<file path="config.mk">
export PLATFORM = sky130hd
export DESIGN_NAME = apb_master_ctrl_flat
export DESIGN_NICKNAME = d
export VERILOG_FILES = /design/src/rtl/apb_master_ctrl_pkg.sv /design/src/rtl/apb_master_ctrl_if.sv /design/src/rtl/apb_master_ctrl_wait_timer.sv /design/src/rtl/apb_master_ctrl.sv /design/src/flat_wrapper.sv
export SDC_FILE = /design/constraint.sdc
export NUM_CORES = 1
export LEC_CHECK = 0
export CORE_ASPECT_RATIO = 1.4
export CORE_MARGIN = 1.5
export CORE_UTILIZATION = 44
export CTS_CLUSTER_DIAMETER = 40
export DETAILED_ROUTE_END_ITERATION = 6
export PLACE_DENSITY = 0.86
export SLEW_MARGIN = 20
export SYNTH_ARGS = -nofsm -noshare
export SYNTH_HDL_FRONTEND = slang
export SYNTH_HIERARCHICAL = 1
export SYNTH_SLANG_ARGS = --single-unit
export TNS_END_PERCENT = 30
</file>
<file path="constraint.sdc">
create_clock -name PCLK -period 4.3 [get_ports PCLK]
set_input_delay 0.645 -clock PCLK [delete_from_list [all_inputs] [get_ports PCLK]]
set_output_delay 0.645 -clock PCLK [all_outputs]
set_load 0.02 [all_outputs]
</file>
<file path="src/rtl/apb_master_ctrl_pkg.sv">
// Shared encodings for the APB master sequencer.
// Holds the FSM state type, the response error codes and the wait-counter width helper.
package apb_pkg;

    typedef enum logic [1:0] {
        IDLE   = 2'd0,
        SETUP  = 2'd1,
        ACCESS = 2'd2
    } apb_state_t;

    localparam logic [1:0] ERR_OK      = 2'b00;
    localparam logic [1:0] ERR_WR      = 2'b01;
    localparam logic [1:0] ERR_RD      = 2'b10;
    localparam logic [1:0] ERR_TIMEOUT = 2'b11;

    // A disabled timeout (0) still needs a one-bit counter so the timer elaborates.
    function automatic int cnt_width(input int timeout_cycles);
        return (timeout_cycles > 0) ? $clog2(timeout_cycles + 1) : 1;
    endfunction

endpackage

</file>
<file path="src/rtl/apb_master_ctrl_if.sv">
// Bundle of the request, response and APB bus signals around the master sequencer.
// The master modport is the sequencer's view; slave is the view of everything around it.
interface apb_master_ctrl_if #(
    parameter int DATA_WIDTH = 32
) ();

    logic                  req_valid;
    logic                  req_ready;
    logic                  req_write;
    logic [31:0]           req_addr;
    logic [DATA_WIDTH-1:0] req_wdata;

    logic                  rsp_valid;
    logic                  rsp_ready;
    logic [DATA_WIDTH-1:0] rsp_rdata;
    logic [1:0]            rsp_err;

    logic                  PSEL;
    logic                  PENABLE;
    logic                  PWRITE;
    logic [31:0]           PADDR;
    logic [DATA_WIDTH-1:0] PWDATA;
    logic [DATA_WIDTH-1:0] PRDATA;
    logic                  PREADY;
    logic [1:0]            PSLVERR;

    modport master (
        input  req_valid,
        input  req_write,
        input  req_addr,
        input  req_wdata,
        output req_ready,
        output rsp_valid,
        input  rsp_ready,
        output rsp_rdata,
        output rsp_err,
        output PSEL,
        output PENABLE,
        output PWRITE,
        output PADDR,
        output PWDATA,
        input  PRDATA,
        input  PREADY,
        input  PSLVERR
    );

    modport slave (
        output req_valid,
        output req_write,
        output req_addr,
        output req_wdata,
        input  req_ready,
        input  rsp_valid,
        output rsp_ready,
        input  rsp_rdata,
        input  rsp_err,
        input  PSEL,
        input  PENABLE,
        input  PWRITE,
        input  PADDR,
        input  PWDATA,
        output PRDATA,
        output PREADY,
        output PSLVERR
    );

endinterface

</file>
<file path="src/rtl/apb_master_ctrl_wait_timer.sv">
// Counts ACCESS-phase cycles spent waiting for PREADY and flags the last permitted cycle.
module apb_wait_timer
    import apb_pkg::*;
#(
    parameter int TIMEOUT_CYCLES = 16
) (
    input  logic PCLK,
    input  logic PRESETn,
    input  logic clear,
    input  logic inc,
    output logic expired
);

    localparam int CNT_WIDTH = cnt_width(TIMEOUT_CYCLES);
    localparam logic [CNT_WIDTH-1:0] CNT_LIMIT =
        (TIMEOUT_CYCLES > 0) ? CNT_WIDTH'(TIMEOUT_CYCLES) : '1;

    logic [CNT_WIDTH-1:0] count_q;

    // Saturates at the limit so a disabled timeout never wraps back around.
    always_ff @(posedge PCLK or negedge PRESETn) begin
        if (!PRESETn) begin
            count_q <= '0;
        end else if (clear) begin
            count_q <= '0;
        end else if (inc && (count_q != CNT_LIMIT)) begin
            count_q <= count_q + 1'b1;
        end
    end

    // High while the current wait cycle is the one whose increment reaches the limit.
    generate
        if (TIMEOUT_CYCLES > 0) begin : g_timeout
            assign expired = (count_q == CNT_LIMIT - 1'b1);
        end else begin : g_no_timeout
            assign expired = 1'b0;
        end
    endgenerate

endmodule

</file>
<file path="src/rtl/apb_master_ctrl.sv">
// APB master sequencer: takes one request at a time, runs SETUP/ACCESS on the APB bus
// and returns read data plus a 2-bit error code through a one-deep response register.
module apb_master_ctrl
    import apb_pkg::*;
#(
    parameter int DATA_WIDTH     = 32,
    parameter int TIMEOUT_CYCLES = 16
) (
    input  logic               PCLK,
    input  logic               PRESETn,
    apb_master_ctrl_if.master  bus
);

    apb_state_t state_q;
    apb_state_t state_d;

    logic                  req_ready;
    logic                  handshake;
    logic                  access_done;
    logic                  access_timeout;
    logic                  tmr_clear;
    logic                  tmr_inc;
    logic                  tmr_expired;

    logic                  psel_q;
    logic                  penable_q;
    logic                  pwrite_q;
    logic [31:0]           paddr_q;
    logic [DATA_WIDTH-1:0] pwdata_q;

    logic                  rsp_valid_q;
    logic [DATA_WIDTH-1:0] rsp_rdata_q;
    logic [1:0]            rsp_err_q;

    apb_wait_timer #(
        .TIMEOUT_CYCLES(TIMEOUT_CYCLES)
    ) u_wait_timer (
        .PCLK   (PCLK),
        .PRESETn(PRESETn),
        .clear  (tmr_clear),
        .inc    (tmr_inc),
        .expired(tmr_expired)
    );

    always_ff @(posedge PCLK or negedge PRESETn) begin
        if (!PRESETn) begin
            state_q <= IDLE;
        end else begin
            state_q <= state_d;
        end
    end

    // PREADY is checked before the timeout so a last-cycle completion still counts as success.
    always_comb begin
        state_d        = state_q;
        req_ready      = 1'b0;
        handshake      = 1'b0;
        access_done    = 1'b0;
        access_timeout = 1'b0;
        tmr_clear      = 1'b0;
        tmr_inc        = 1'b0;
        case (state_q)
            IDLE: begin
                req_ready = !rsp_valid_q || bus.rsp_ready;
                if (bus.req_valid && req_ready) begin
                    handshake = 1'b1;
                    state_d   = SETUP;
                end
            end
            SETUP: begin
                tmr_clear = 1'b1;
                state_d   = ACCESS;
            end
            ACCESS: begin
                if (bus.PREADY) begin
                    access_done = 1'b1;
                    state_d     = IDLE;
                end else begin
                    tmr_inc = 1'b1;
                    if (tmr_expired) begin
                        access_timeout = 1'b1;
                        state_d        = IDLE;
                    end
                end
            end
            default: begin
                state_d = IDLE;
            end
        endcase
    end

    // APB strobes follow the next state so they come straight out of flops.
    always_ff @(posedge PCLK or negedge PRESETn) begin
        if (!PRESETn) begin
            psel_q    <= 1'b0;
            penable_q <= 1'b0;
            pwrite_q  <= 1'b0;
            paddr_q   <= '0;
            pwdata_q  <= '0;
        end else begin
            psel_q    <= (state_d != IDLE);
            penable_q <= (state_d == ACCESS);
            if (handshake) begin
                pwrite_q <= bus.req_write;
                paddr_q  <= bus.req_addr;
                pwdata_q <= bus.req_wdata;
            end
        end
    end

    // Completion only happens outside IDLE, so load and consume never coincide.
    always_ff @(posedge PCLK or negedge PRESETn) begin
        if (!PRESETn) begin
            rsp_valid_q <= 1'b0;
            rsp_rdata_q <= '0;
            rsp_err_q   <= ERR_OK;
        end else if (access_done) begin
            rsp_valid_q <= 1'b1;
            rsp_rdata_q <= pwrite_q ? '0 : bus.PRDATA;
            rsp_err_q   <= bus.PSLVERR;
        end else if (access_timeout) begin
            rsp_valid_q <= 1'b1;
            rsp_rdata_q <= '0;
            rsp_err_q   <= ERR_TIMEOUT;
        end else if (rsp_valid_q && bus.rsp_ready) begin
            rsp_valid_q <= 1'b0;
        end
    end

    assign bus.req_ready = req_ready;
    assign bus.PSEL      = psel_q;
    assign bus.PENABLE   = penable_q;
    assign bus.PWRITE    = pwrite_q;
    assign bus.PADDR     = paddr_q;
    assign bus.PWDATA    = pwdata_q;
    assign bus.rsp_valid = rsp_valid_q;
    assign bus.rsp_rdata = rsp_rdata_q;
    assign bus.rsp_err   = rsp_err_q;

endmodule

</file>
<file path="src/flat_wrapper.sv">
// flat-port wrapper written by rule: the top's interface ports become plain ports
module apb_master_ctrl_flat import apb_pkg::*;
#(
    parameter int DATA_WIDTH     = 32,
    parameter int TIMEOUT_CYCLES = 16
)
  (PCLK, PRESETn, bus_req_valid, bus_req_write, bus_req_addr, bus_req_wdata, bus_req_ready, bus_rsp_valid, bus_rsp_ready, bus_rsp_rdata, bus_rsp_err, bus_PSEL, bus_PENABLE, bus_PWRITE, bus_PADDR, bus_PWDATA, bus_PRDATA, bus_PREADY, bus_PSLVERR);
  apb_master_ctrl_if #(.DATA_WIDTH(DATA_WIDTH)) bus_i ();
  input  logic PCLK;
  input  logic PRESETn;
  input wire logic [$bits(bus_i.req_valid)-1:0] bus_req_valid;
  input wire logic [$bits(bus_i.req_write)-1:0] bus_req_write;
  input wire logic [$bits(bus_i.req_addr)-1:0] bus_req_addr;
  input wire logic [$bits(bus_i.req_wdata)-1:0] bus_req_wdata;
  output wire logic [$bits(bus_i.req_ready)-1:0] bus_req_ready;
  output wire logic [$bits(bus_i.rsp_valid)-1:0] bus_rsp_valid;
  input wire logic [$bits(bus_i.rsp_ready)-1:0] bus_rsp_ready;
  output wire logic [$bits(bus_i.rsp_rdata)-1:0] bus_rsp_rdata;
  output wire logic [$bits(bus_i.rsp_err)-1:0] bus_rsp_err;
  output wire logic [$bits(bus_i.PSEL)-1:0] bus_PSEL;
  output wire logic [$bits(bus_i.PENABLE)-1:0] bus_PENABLE;
  output wire logic [$bits(bus_i.PWRITE)-1:0] bus_PWRITE;
  output wire logic [$bits(bus_i.PADDR)-1:0] bus_PADDR;
  output wire logic [$bits(bus_i.PWDATA)-1:0] bus_PWDATA;
  input wire logic [$bits(bus_i.PRDATA)-1:0] bus_PRDATA;
  input wire logic [$bits(bus_i.PREADY)-1:0] bus_PREADY;
  input wire logic [$bits(bus_i.PSLVERR)-1:0] bus_PSLVERR;
  assign bus_i.req_valid = bus_req_valid;
  assign bus_i.req_write = bus_req_write;
  assign bus_i.req_addr = bus_req_addr;
  assign bus_i.req_wdata = bus_req_wdata;
  assign bus_req_ready = bus_i.req_ready;
  assign bus_rsp_valid = bus_i.rsp_valid;
  assign bus_i.rsp_ready = bus_rsp_ready;
  assign bus_rsp_rdata = bus_i.rsp_rdata;
  assign bus_rsp_err = bus_i.rsp_err;
  assign bus_PSEL = bus_i.PSEL;
  assign bus_PENABLE = bus_i.PENABLE;
  assign bus_PWRITE = bus_i.PWRITE;
  assign bus_PADDR = bus_i.PADDR;
  assign bus_PWDATA = bus_i.PWDATA;
  assign bus_i.PRDATA = bus_PRDATA;
  assign bus_i.PREADY = bus_PREADY;
  assign bus_i.PSLVERR = bus_PSLVERR;
  apb_master_ctrl #(.DATA_WIDTH(DATA_WIDTH), .TIMEOUT_CYCLES(TIMEOUT_CYCLES)) u_core (.PCLK(PCLK), .PRESETn(PRESETn), .bus(bus_i));
endmodule
</file>
==> impl_metrics.toml <==
[critical_path]
path_class = "in -> out"
rrSetupSlack_ps = 2240
crit_path_end_kind = "primary output"
timing.rr.end = "u_core/bus.PADDR[30]"
worstReg2RegStart = "u_core/state_q[1]"
r2r.worst_path.cells = 3
crit_required_ps = 3650
start_kind = "primary input"
crit_arrival_ps = 1950
worstPathMaxFanout = 3

[grt]
grt_max_degree = 68
grt_pass1_vias = 3087
antenna_found_initial = 0
grt_first_pass_wirelength_um = 15600
grt_overflow = 0
grt_use_total_pct = 19.6

[timing]
relSlewSlack_pct = 29.3
finalCritPeriodShare_pct = 60.3
min_period_ps = 2590
fin_tns_setup_ps = 0
setup_viol_count_final = 0
drv_slew = 0
max_clock_freq_mhz = 386
finalClockSkew_ps = 9.57
worst_pin_slew_ps = 1060
hold_viol = 0
rsz0062_at_grt = "false"

[synthesis]
ys_ff_latch = 109
synth_ff_type = "dfrtp_1"
synth-seq-area-share_pct = 64.2
synth_top_area_share_pct = 64.2
synthArstFlopShare_pct = 100
synthTopCellsByCount = "109 x dfrtp_1, 35 x mux2_2, 32 x a22o_1"
yosysWarnings = 6
synth_cell_type_count = 31
netlist_area_um2 = 4250
syn-num-nets = 371
synth_top_cell_by_area = "dfrtp_1"
synth_edf_count = 0
synth_most_common_cell = "dfrtp_1"
synthCells = 264
synthTopCellsByArea = "dfrtp_1 64%, mux2_4 11%, mux2_2 9.3%, a22o_1 6.6%, buf_12 1.4%"
syn_area_per_cell_um2 = 16.1

[finish]
diodes = 0
layout.cells.non_filler = 584
utilization_pct = 71.2
fin_area_um2 = 6700
fin_nets = 576
multi_input_area_um2 = 1410
drive_gt1_share_pct = 18.8
area_delta_synth_final_pct = 57.6
seqCellArea_um2 = 2730
n_fill_cell = 654

[pwr]
p_leak_nw = 2.89
ir_drop_uv = 584
p_per_area_nw_per_um2 = 788

[clocking]
cts_root_buffer = "clkbuf_16"
post_cts_buffers = 0
cts-buffers-inserted = 9
cts_resized = 0
h-tree-depth = 3
clk_pin_slew_ps = 70
cts_sinks = 109
cts_tree = "done"
clock_latency_ps = 340
cts_buffer_depth = 2
cts_hold_buf = 0

[route]
drc = 0
routedWlPerCell_um = 16.9
postRouteAntennaNets = 0
via_count = 2984
drtIter0Drc = 52
dr.pass1.iters = 4
viasPerCell = 5.11
drt_wl_total_um = 9860

[floorplan]
io_pins = 207
coreArea_um2 = 9410
fp-row-count = 42
die_height_um = 119
die_w_um = 86.1
start_util_pct = 45.2
die-area_um2 = 10300

[placed_design]
dp.cells = 568
routabilityCongestion = 0.753
port_buffers = 206
dp_hpwl_um = 7140
postPlaceCellArea_um2 = 6360

[status]
status = "finished clean"

[run]
maxCapViolations = 0

[hold_path]
min_path_type = "in -> async"
[state kept, by name, indices dropped and copies added (netlist names)]
| signal | cells |
|---|---|
| u_core/bus.PSEL | 1 |
| u_core/bus.rsp_err | 2 |
| u_core/state_q | 2 |
| u_core/u_wait_timer/count_q | 5 |
| u_core/bus.PWDATA | 32 |
| u_core/bus.PADDR | 32 |
| u_core/bus.rsp_valid | 1 |
| u_core/bus.rsp_rdata | 32 |
| u_core/bus.PENABLE | 1 |
| u_core/bus.PWRITE | 1 |
[kinds of logic after synthesis]
family / Yosys count / synth area share, %
flip-flops: 109 / 64.2
multiplexers: 67 / 20.5
AO/OA/AOI/OAI: 41 / 8.19
AND/OR/NAND/NOR: 25 / 3.00
buffers and inverters: 18 / 3.06
adder cells (fa/ha/maj): 3 / 0.883
XOR/XNOR: 1 / 0.206
[metal layers]
metal / part of all wire (%) / wire length, um / vias to the layer above / track usage (%)
met5: 0 / 0 / - / 0
met4: 1.5 / 147 / 0 / 5.85
met3: 8.3 / 816 / 15 / 6.72
met2: 51 / 4980 / 138 / 33.3
met1: 40 / 3920 / 1479 / 23.3
li1: - / - / 1352 / -
[worst max-delay path by stage]
stage / from / to / slack [ps] / cells past startpoint
2_1_floorplan: u_core/u_wait_timer/count_q[0] / u_core/bus.rsp_rdata[11] / 2530 / 6
3_3_place_gp: bus_rsp_ready / u_core/bus.PADDR[22] / 1630 / 4
4_1_cts: bus_rsp_ready / bus_req_ready / 1700 / 4
3_5_place_dp: bus_rsp_ready / u_core/bus.PADDR[21] / 1580 / 4
5_1_grt: bus_rsp_ready / bus_req_ready / 1630 / 4
6_report: bus_rsp_ready / bus_req_ready / 1710 / 4
[where the power goes]
part           total [mW]  internal [mW]  switching, mW
logic                2.60           1.44           1.16
registers            1.78           1.51          0.271
clock network       0.894          0.530          0.364
total                5.27           3.48           1.80
[through the flow]
stage               hold WS [ps]  worst slack [ps]  total power, mW
floorplan                    349              2530             3.21
global placement             489              1630             4.33
detailed placement           490              1580             4.40
CTS                          417              1700             5.32
global route                 454              1630             5.53
finish                       392              1710             5.27
[worst max-delay path, stage by stage]
cell             delay, ps
clkdlybuf4s50_1        450
nand2b_1               130
and2_1                 130
clkdlybuf4s50_1        600
[cells in the final DEF, fill, tap and decap left out, types with 4 or more instances in the layout]
cell	Yosys	final
clkdlybuf4s50_1	0	205
dfrtp_1	109	109
mux2_2	35	35
a22o_1	32	32
mux2_4	31	31
clkbuf_16	0	9
nor2_1	9	8
nand2_1	4	4
inv_1	4	4
[area by class of cell]
class,count,area share [%]
Clock buffer,10,3.57
Clock inverter,6,1.40
Inverter,4,0.224
Multi-Input combinational cell,137,21.0
Sequential cell,109,40.7
Tap cell,110,2.06
Timing Repair Buffer,208,31.0
Power figures use the tool's default switching activity.
